===== src/rtl/seq_alu_core.sv =====
// seq_alu_core: valid/ready ALU with registered result and flags, plus an iterative shift-add multiplier.
// Define SEQ_ALU_DIV_EN to turn op 111 into an iterative unsigned restoring divider.
module seq_alu_core #(
   parameter int WIDTH     = 32,
   parameter int SHAMT_LSB = 6,
   parameter int SHAMT_W   = $clog2(WIDTH)
) (
   input  logic             clk,
   input  logic             rst,
   input  logic             in_valid,
   output logic             in_ready,
   input  logic [2:0]       op,
   input  logic [WIDTH-1:0] a,
   input  logic [WIDTH-1:0] b,
   output logic             out_valid,
   input  logic             out_ready,
   output logic [WIDTH-1:0] result,
   output logic             carry,
   output logic             zero,
   output logic             gt,
   output logic             overflow,
   output logic             negative
);

   localparam logic [2:0] OP_ADD = 3'b000;
   localparam logic [2:0] OP_XOR = 3'b001;
   localparam logic [2:0] OP_SUB = 3'b010;
   localparam logic [2:0] OP_SLT = 3'b011;
   localparam logic [2:0] OP_SLL = 3'b100;
   localparam logic [2:0] OP_SRL = 3'b101;
   localparam logic [2:0] OP_MUL = 3'b110;
`ifdef SEQ_ALU_DIV_EN
   localparam logic [2:0] OP_DIV = 3'b111;
`endif
   localparam logic [SHAMT_W-1:0] LAST_ITER = SHAMT_W'(WIDTH - 1);

`ifdef SEQ_ALU_DIV_EN
   typedef enum logic [1:0] {IDLE, MUL, DIV} state_t;
`else
   typedef enum logic [0:0] {IDLE, MUL} state_t;
`endif

   state_t state_q, state_d;

   logic               accept;
   logic               op_multi;
   logic [SHAMT_W-1:0] iter_q;
   logic [WIDTH-1:0]   operand_q;
   logic [WIDTH-1:0]   acc_hi_q;
   logic [WIDTH-1:0]   acc_lo_q;

   logic               is_sub;
   logic [WIDTH-1:0]   b_eff;
   logic [WIDTH:0]     sum_ext;
   logic [SHAMT_W-1:0] shamt;
   logic [WIDTH-1:0]   sc_result;
   logic               sc_c, sc_v, sc_n, sc_z, sc_gt, sc_nz;

   logic [WIDTH:0]     mul_sum;
   logic [WIDTH-1:0]   mul_hi_next;
   logic [WIDTH-1:0]   mul_lo_next;

`ifdef SEQ_ALU_DIV_EN
   logic [WIDTH:0]     div_shift;
   logic [WIDTH:0]     div_diff;
   logic               div_ok;
   logic               div_zero;
   logic [WIDTH-1:0]   div_hi_next;
   logic [WIDTH-1:0]   div_lo_next;
`endif

   // New work is taken only in IDLE and only if the output slot frees up on this edge.
   assign in_ready = !rst && (state_q == IDLE) && (!out_valid || out_ready);
   assign accept   = in_valid && in_ready;

`ifdef SEQ_ALU_DIV_EN
   assign op_multi = (op == OP_MUL) || (op == OP_DIV);
`else
   assign op_multi = (op == OP_MUL);
`endif

   always_comb begin
      is_sub    = (op == OP_SUB);
      b_eff     = is_sub ? ~b : b;
      sum_ext   = {1'b0, a} + {1'b0, b_eff} + {{WIDTH{1'b0}}, is_sub};
      shamt     = b[SHAMT_LSB +: SHAMT_W];
      sc_result = '0;
      sc_c      = 1'b0;
      sc_v      = 1'b0;
      sc_nz     = 1'b0;
      case (op)
         OP_ADD, OP_SUB: begin
            sc_result = sum_ext[WIDTH-1:0];
            sc_c      = sum_ext[WIDTH];
            sc_v      = (a[WIDTH-1] == b_eff[WIDTH-1]) && (sum_ext[WIDTH-1] != a[WIDTH-1]);
            sc_nz     = 1'b1;
         end
         OP_XOR: sc_result = a ^ b;
         OP_SLT: sc_result = {{(WIDTH-1){1'b0}}, (a < b)};
         OP_SLL: sc_result = a << shamt;
         OP_SRL: sc_result = a >> shamt;
         default: sc_result = '0;
      endcase
      sc_n  = sc_nz && sc_result[WIDTH-1];
      sc_z  = sc_nz && (sc_result == '0);
      sc_gt = is_sub && (sc_n == sc_v) && !sc_z;
   end

   // One shift-add step: acc_lo holds the remaining multiplier bits, acc_hi the running high product.
   always_comb begin
      mul_sum     = {1'b0, acc_hi_q} + (acc_lo_q[0] ? {1'b0, operand_q} : {(WIDTH+1){1'b0}});
      mul_hi_next = mul_sum[WIDTH:1];
      mul_lo_next = {mul_sum[0], acc_lo_q[WIDTH-1:1]};
   end

`ifdef SEQ_ALU_DIV_EN
   // One restoring step: acc_hi is the partial remainder, acc_lo shifts dividend bits out and quotient bits in.
   always_comb begin
      div_shift   = {acc_hi_q, acc_lo_q[WIDTH-1]};
      div_diff    = div_shift - {1'b0, operand_q};
      div_ok      = !div_diff[WIDTH];
      div_zero    = (operand_q == '0);
      div_hi_next = div_ok ? div_diff[WIDTH-1:0] : div_shift[WIDTH-1:0];
      div_lo_next = {acc_lo_q[WIDTH-2:0], div_ok};
   end
`endif

   always_ff @(posedge clk) begin
      if (rst) begin
         state_q <= IDLE;
      end else begin
         state_q <= state_d;
      end
   end

   always_comb begin
      state_d = state_q;
      case (state_q)
         IDLE: begin
            if (accept && op == OP_MUL) begin
               state_d = MUL;
            end
`ifdef SEQ_ALU_DIV_EN
            if (accept && op == OP_DIV) begin
               state_d = DIV;
            end
`endif
         end
         MUL: begin
            if (iter_q == LAST_ITER) begin
               state_d = IDLE;
            end
         end
`ifdef SEQ_ALU_DIV_EN
         DIV: begin
            if (iter_q == LAST_ITER) begin
               state_d = IDLE;
            end
         end
`endif
         default: state_d = IDLE;
      endcase
   end

   // Result/flag register and iterative datapath; a new result always overrides a drain on the same edge.
   always_ff @(posedge clk) begin
      if (rst) begin
         out_valid <= 1'b0;
         result    <= '0;
         carry     <= 1'b0;
         zero      <= 1'b0;
         gt        <= 1'b0;
         overflow  <= 1'b0;
         negative  <= 1'b0;
         iter_q    <= '0;
         operand_q <= '0;
         acc_hi_q  <= '0;
         acc_lo_q  <= '0;
      end else begin
         if (out_valid && out_ready) begin
            out_valid <= 1'b0;
         end
         case (state_q)
            IDLE: begin
               if (accept && op_multi) begin
                  iter_q   <= '0;
                  acc_hi_q <= '0;
                  if (op == OP_MUL) begin
                     operand_q <= a;
                     acc_lo_q  <= b;
                  end else begin
                     operand_q <= b;
                     acc_lo_q  <= a;
                  end
               end else if (accept) begin
                  out_valid <= 1'b1;
                  result    <= sc_result;
                  carry     <= sc_c;
                  zero      <= sc_z;
                  gt        <= sc_gt;
                  overflow  <= sc_v;
                  negative  <= sc_n;
               end
            end
            MUL: begin
               acc_hi_q <= mul_hi_next;
               acc_lo_q <= mul_lo_next;
               iter_q   <= iter_q + SHAMT_W'(1);
               if (iter_q == LAST_ITER) begin
                  out_valid <= 1'b1;
                  result    <= mul_lo_next;
                  carry     <= (mul_hi_next != '0);
                  overflow  <= (mul_hi_next != '0);
                  zero      <= (mul_lo_next == '0);
                  negative  <= mul_lo_next[WIDTH-1];
                  gt        <= 1'b0;
               end
            end
`ifdef SEQ_ALU_DIV_EN
            DIV: begin
               acc_hi_q <= div_hi_next;
               acc_lo_q <= div_lo_next;
               iter_q   <= iter_q + SHAMT_W'(1);
               if (iter_q == LAST_ITER) begin
                  out_valid <= 1'b1;
                  result    <= div_zero ? '1 : div_lo_next;
                  carry     <= 1'b0;
                  overflow  <= div_zero;
                  zero      <= !div_zero && (div_lo_next == '0);
                  negative  <= div_zero || div_lo_next[WIDTH-1];
                  gt        <= 1'b0;
               end
            end
`endif
            default: begin
               iter_q <= '0;
            end
         endcase
      end
   end

endmodule


===== config.mk =====
export PLATFORM = sky130hd
export DESIGN_NAME = seq_alu_core
export DESIGN_NICKNAME = d
export VERILOG_FILES = /design/src/rtl/seq_alu_core.sv
export SDC_FILE = /design/constraint.sdc
export NUM_CORES = 1
export LEC_CHECK = 0
export ABC_AREA = 1
export CELL_PAD_IN_SITES_DETAIL_PLACEMENT = 1
export CELL_PAD_IN_SITES_GLOBAL_PLACEMENT = 2
export CORE_MARGIN = 3
export CORE_UTILIZATION = 32
export CTS_CLUSTER_SIZE = 28
export DETAILED_ROUTE_END_ITERATION = 7
export GPL_TIMING_DRIVEN = 1
export PLACE_DENSITY = 0.93
export SLEW_MARGIN = 30
export SYNTH_ARGS = -nofsm -noshare
export SYNTH_HDL_FRONTEND = slang
export SYNTH_SLANG_ARGS = --single-unit

===== constraint.sdc =====
create_clock -name clk -period 4.4 [get_ports clk]
set_clock_uncertainty 0.15 [all_clocks]
set_input_delay 0.66 -clock clk [delete_from_list [all_inputs] [get_ports clk]]
set_output_delay 0.66 -clock clk [all_outputs]
set_load 0.1 [all_outputs]

=== Word level (Yosys, flattened, before mapping) ===
Index checks and enable logic that the tools add are counted.

* Register bits: 140
* Input port bits: 71
* Logic and storage cells: 102

* Add/sub/neg operators: 4
* Order comparisons: 1
* Equal/unequal tests: 14
* Shift operators: 2
* Multiplexer cells: 45
* Bitwise gates (word level): 3
* Reduce and logical (&&, ||, !) cells: 21

{| class="wikitable"
|+ Operators by type and width
! cell !! number
|-
| $mux W32 || 9
|-
| $pmux W32 S2 || 3
|-
| $pmux W32 S5 || 1
|-
| $add A32 B32 Y33 || 2
|-
| $logic_not A32 Y1 || 2
|-
| $add A33 B1 Y33 || 1
|-
| $lt A32 B32 Y1 || 1
|-
| $not A32 Y32 || 1
|-
| $reduce_bool A32 Y1 || 1
|-
| $shl A32 B5 Y32 || 1
|-
| $shr A32 B5 Y32 || 1
|-
| $xor A32 B32 Y32 || 1
|-
| $mux W1 || 23
|-
| $pmux W1 S2 || 7
|-
| $logic_and A1 B1 Y1 || 10
|-
| $pmux W5 S2 || 1
|-
| $eq A3 B3 Y1 const B || 3
|-
| $eq A3 B2 Y1 const B || 2
|-
| $add A5 B1 Y5 const B || 1
|-
| $eq A5 B5 Y1 const B || 1
|-
| $mux W5 || 1
|-
| $ne A2 B1 Y1 const B || 2
|-
| $ne A2 B2 Y1 const B || 2
|-
| $eq A3 B1 Y1 const B || 1
|-
| other kinds (9) || 12
|}

=== Depth between registers and ports, before layout ===
* Word-level depth: 13
* Gate-level depth with buffers: 26

=== Least setup slack after synthesis ===
OpenSTA, ideal clock, no wires.

* Path type: flip-flop to flip-flop
* From: register out_valid
* To: register result[14]
* Library setup time: 75 ps
* Data arrival time: 3396 ps
* Required time: 4175 ps
* Setup slack: 779 ps
* Stages on the path, launching flop included: 12
* Buffers on the path: 2
* Period minus slack after synthesis: 3621 ps
* Cell sequence: dfxtp_1 inv_1 nor2_1 nor3_2 nand2_1 nor2_2 nor2_2 a21oi_1 a21oi_1 buf_2 buf_2 a31oi_1

* Cells in the longest elaborated chain, start to end: 7
* Elaborated cells between the ends (all ways): 8
* Those cells by class: eq/ne: 2; reduce/logical: 6

{| class="wikitable"
|+ RTL lines
! what !! RTL line !! text
|-
| from (decl) || 15 || <nowiki>output logic out_valid,</nowiki>
|-
| from (signal assigned) || 168 || <nowiki>out_valid <= 1'b0;</nowiki>
|-
| from (signal assigned) || 181 || <nowiki>out_valid <= 1'b0;</nowiki>
|-
| from (signal assigned) || 196 || <nowiki>out_valid <= 1'b1;</nowiki>
|-
| $logic_not A1 Y1 * || 73 || <nowiki>assign in_ready = !rst && (state_q == IDLE) && (!out_valid || out_ready);</nowiki>
|-
| $logic_or A1 B1 Y1 * || 73 ||
|-
| $logic_and A1 B1 Y1 * || 73 ||
|-
| named net in_ready || 11 || <nowiki>output logic in_ready,</nowiki>
|-
| $logic_and A1 B1 Y1 * || 74 || <nowiki>assign accept = in_valid && in_ready;</nowiki>
|-
| $logic_and A1 B1 Y1 || 185 || <nowiki>if (accept && op_multi) begin</nowiki>
|-
| $ne A2 B2 Y1 (no source line) || -- ||
|-
| $reduce_and A3 Y1 (no source line) * || -- ||
|-
| to (signal assigned) || 197 || <nowiki>result <= sc_result;</nowiki>
|-
| to (signal assigned) || 211 || <nowiki>result <= mul_lo_next;</nowiki>
|-
| to (decl) || 17 || <nowiki>output logic [WIDTH-1:0] result,</nowiki>
|}

The timed path passes the listed nets; every way through them passes the cells marked *.
A chain may end at the register's enable or synchronous reset.

=== Final worst setup path ===
* From: input op[1]
* To: register zero

* Cells in the longest elaborated chain, start to end: 10
* Elaborated cells between the ends (all ways): 21
* Those cells by class: add/sub: 2; eq/ne: 7; mux: 6; reduce/logical: 6

{| class="wikitable"
|+ RTL lines
! what !! RTL line !! text
|-
| from (decl) || 12 || <nowiki>input logic [2:0] op,</nowiki>
|-
| $eq A3 B2 Y1 || 83, 91 ||
|-
| $mux W32 || 84 || <nowiki>b_eff = is_sub ? ~b : b;</nowiki>
|-
| $add A32 B32 Y33 || 85 || <nowiki>sum_ext = {1'b0, a} + {1'b0, b_eff} + {{WIDTH{1'b0}}, is_sub};</nowiki>
|-
| $add A33 B1 Y33 || 85 ||
|-
| $pmux W32 S5 || 91 || <nowiki>case (op)</nowiki>
|-
| $logic_not A32 Y1 || 105 || <nowiki>sc_z = sc_nz && (sc_result == '0);</nowiki>
|-
| $logic_and A1 B1 Y1 || 105 ||
|-
| $mux W1 || 195 || <nowiki>end else if (accept) begin</nowiki>
|-
| $mux W1 || 185 ||
|-
| $pmux W1 S2 || 183 || <nowiki>case (state_q)</nowiki>
|-
| to (signal assigned) || 199 || <nowiki>zero <= sc_z;</nowiki>
|-
| to (signal assigned) || 214 || <nowiki>zero <= (mul_lo_next == '0);</nowiki>
|-
| to (decl) || 19 || <nowiki>output logic zero,</nowiki>
|}

Parallel ways exist; a longest one is shown, timed or not. The select of a mux whose other input is x is not followed.

==> results.py <==
metrics = {
    "clocking": {
        "cts_sinks": 140,
        "clk_latency_ps": 460,
        "cts_tree": "yes",
        "htreeDepth": 4,
        "clockBufferDepth": 2,
        "numCtsBuffers": 17,
        "cts.clk_slew.worst_paths_ps": 60,
        "cts-root-buf": "clkbuf_16",
    },
    "worst_hold_path": {
        "whs_path_depth": 2,
        "hp-class": "reg -> reg",
        "hold_start": "acc_hi_q[19]$_SDFFE_PP0P_",
        "hold_path_end": "acc_hi_q[19]$_SDFFE_PP0P_",
    },
    "outcome": {
        "status": "complete, no violations",
    },
    "yosys": {
        "synthSimpleGateAreaFrac": 0.4366,
        "synthTopCellsByArea": "nand2_1 19%, dfxtp_1 18%, nand3_1 12%",
        "synth_top_area_frac": 0.1920,
        "synth_top_family_by_area": "simple AND/OR/NAND/NOR gates",
        "yosysTopAreaCell": "nand2_1",
        "synth_edf_count": 0,
        "seq_area_frac_synth": 0.1820,
        "synthFlopType": "dfxtp_1",
        "synth_warnings": 0,
        "syn_inst": 2648,
        "synth_compound_area_frac": 0.1708,
        "synth-seq-cells": 140,
        "synthAdderAreaFrac": 0.08790,
        "syn_avg_cell_area_um2": 5.817,
        "syn_area_mm2": 0.01540,
        "synthMuxAreaShare": 0,
        "synth_nets": 2826,
        "synth_xor_area_frac": 0.02957,
        "ys_types": 53,
        "ys_async_sr_fraction": 0,
    },
    "drt": {
        "drtIter0Drc": 1644,
        "top_layer_used": "met5",
        "met2WireLength_um": 40060,
        "met3_wirelength_um": 4523,
        "m1WireLength_um": 37480,
        "via_per_inst": 5.707,
        "wl_um": 86160,
        "route.detailed.drc": 0,
        "ant_nets": 0,
        "vias": 19563,
        "wl_per_cell_um": 25.13,
        "first_pass_iters": 6,
    },
    "placement": {
        "portBuffers": 109,
        "dpl.hpwl_um": 70120,
        "gp_congestion": 0.9941,
        "dpl.cell_count": 3392,
    },
    "finish": {
        "drive_above_1_share": 0.09865,
        "nFillCells": 6405,
        "nNetsFinal": 2983,
        "area_growth_pct": 20.49,
        "finish.utilization": 0.3944,
        "final_cells": 3428,
    },
    "global_route": {
        "grt_max_degree": 97,
        "antenna_found_initial": 5,
        "grt_use_total": 0.3342,
        "grt_pass1_wl_um": 126900,
        "overflow": 0,
        "grt_pass1_vias": 19802,
    },
    "critical_path": {
        "reg2reg_slack_ps": 540,
        "r2r_end": "carry$_SDFFE_PP0P_",
        "worstReg2RegStart": "acc_lo_q[0]$_SDFFE_PP0P_",
        "cp-start-kind": "primary input",
        "path_cells": "clkdlybuf4s50_1, inv_2, nor2_4, nand2_2, buf_12, buf_4, xor2_1, ha_1, nand2_1, buf_4, nor3_1, nand2_1, nand2_1, nand3_1, nand2_1, nand2_1, nand3_1, o211ai_1, nor2_1, nand3_1, nor2_1, nand2_1, a21oi_2",
        "r2r_cells": 17,
        "cp_max_fo": 19,
        "slowest_stage": "clkdlybuf4s50_1",
        "setup.worst_path.end_class": "flip-flop",
        "required_ps": 4640,
        "worstSetupPathType": "in -> reg",
        "cp.depth": 23,
        "crit_buf_inv": 5,
        "arrival_ps": 4440,
        "startpoint": "op[1]",
        "crit_path_frequent_cell": "nand2_1",
        "slowest_delay_ps": 500,
        "crit_family": "simple AND/OR/NAND/NOR gates",
    },
    "die": {
        "ios": 110,
        "die_y_um": 225.4,
        "start_util": 0.3274,
        "fp.dieW_um": 225.4,
        "fp-row-count": 79,
        "dieArea_mm2": 0.05080,
        "core_mm2": 0.04705,
    },
    "power_and_ir_drop": {
        "internal_power_mw": 2.722,
        "clockPowerShare": 0.306,
        "p_per_area_mw_per_mm2": 258.2,
        "switching_share": 0.4318,
        "p_sw_mw": 2.069,
        "seqPwrFrac": 0.279,
        "leakagePower_nw": 8.687,
        "p_comb_frac": 0.415,
        "ir_drop_uv": 225.7,
    },
    "sta": {
        "maxSlewHeadroom": 0.3293,
        "period_needed_ps": 4207,
        "fin_crit_sh": 0.9561,
        "worst_pin_slew_ps": 1003,
        "fmax_mhz": 237.7,
        "drv_slew": 0,
        "finalSetupViolations": 0,
        "hold_violations": 0,
        "holdWs_ps": 322.3,
    },
    "job": {
        "maxCapViolations": 0,
    },
}
[routing by layer]
layer / vias up / track usage
met2: 627 / 0.5597
met1: 9577 / 0.4341
met3: 167 / 0.03673
met5: - / 0
li1: 9188 / -
met4: 4 / 0.1480
[cells in the final DEF (no fill, tap or decap), types with 14 or more instances in the layout]
| cell type | n |
|---|---|
| nand2_1 | 786 |
| nand3_1 | 384 |
| inv_1 | 210 |
| nor2_1 | 207 |
| o21ai_0 | 163 |
| buf_4 | 149 |
| a21oi_1 | 142 |
| dfxtp_1 | 139 |
| clkdlybuf4s50_1 | 105 |
| ha_1 | 104 |
| a31oi_1 | 98 |
| xor2_1 | 43 |
| nand4_1 | 24 |
| nor3_1 | 21 |
| nand2_2 | 20 |
| nand3b_1 | 20 |
| clkbuf_16 | 17 |
| o211ai_1 | 15 |
| o21bai_1 | 14 |
[worst register-to-register path: stages (launching register included)]
cell and delay [ps]:
dfxtp_1 540, buf_4 380, nand2_1 140, inv_1 120
ha_1 240, nand2_1 150, nor2_1 210, nand2_1 90
o21ai_0 550, nand2_1 120, nand2_1 110, xor2_1 90
nor2_1 120, nand2_1 80, nor2_1 240, nand4_1 210
nand2_1 140, a21oi_1 80
[sequential cells by signal, summed over array words and instances (netlist names)]
signal,count
out_valid,1
overflow,1
negative,1
carry,1
state_q,1
result,32
acc_lo_q,32
acc_hi_q,32
gt,1
operand_q,32
iter_q,5
zero,1
[cell type report]
| type | instances | area, µm² | share of cell area |
|---|---|---|---|
| Antenna cell | 3 | 7.507 | 0.0004045 |
| Clock buffer | 19 | 442.9 | 0.02387 |
| Clock inverter | 13 | 130.1 | 0.007012 |
| Inverter | 223 | 839.6 | 0.04524 |
| Multi-Input combinational cell | 2156 | 11200 | 0.6034 |
| Sequential cell | 140 | 2804 | 0.1511 |
| Tap cell | 607 | 759.5 | 0.04093 |
| Timing Repair Buffer | 267 | 2376 | 0.1280 |
[per-stage QoR]
stage	setup TNS (ps)	area (µm²)	worst slack, ps	power (mW)
4_1_cts	0	18530	295.2	4.781
5_1_grt	-2.115	18560	-2.115	5.005
6_report	0	18560	193.3	4.791
2_1_floorplan	0	15400	779.0	2.475
3_3_place_gp	-189.4	17960	-114.2	3.289
3_5_place_dp	-321.2	17960	-180.0	3.314
[cell families after synthesis]
| kind of cell | count (synthesis) |
|---|---|
| buffers and inverters | 352 |
| DFF | 140 |
| adders and majority gates | 107 |
| and+or+nand+nor | 1530 |
| xor gates and xnor gates | 52 |
| AOI/OAI and AO/OA | 467 |
[how the worst max path moves through the flow]
stage	to	slack, ps
2_1_floorplan	result[14]$_SDFFE_PP0P_	780
3_3_place_gp	zero$_SDFFE_PP0P_	-110
3_5_place_dp	zero$_SDFFE_PP0P_	-180
6_report	zero$_SDFFE_PP0P_	190
5_1_grt	zero$_SDFFE_PP0P_	-2
4_1_cts	zero$_SDFFE_PP0P_	300
[synth_stat cells, types with 21 or more instances]
master	count
nor3_1	21
inv_1	211
nand3_1	384
nand4_1	24
a31oi_1	98
o21ai_0	163
nor2_1	207
dfxtp_1	140
xor2_1	43
clkbuf_1	69
ha_1	105
buf_2	35
a21oi_1	143
nand2_1	788
[repair_timing]
action	4_1_cts	5_1_grt
buffers inserted	0	1
hold buffers	0	0
resized for setup	0	2
endpoints found under the hold margin	0	0
endpoints found under the setup margin	0	2
[power groups by stage]
stage / logic, mW / clock network [mW] / registers (mW)
6_report: 1.99 / 1.46 / 1.34
5_1_grt: 2.13 / 1.54 / 1.34
4_1_cts: 1.96 / 1.49 / 1.34
3_5_place_dp: 1.95 / 0 / 1.36
3_3_place_gp: 1.93 / 0 / 1.36
2_1_floorplan: 0.916 / 0 / 1.56
No activity file was read; power rests on OpenSTA's default activity.
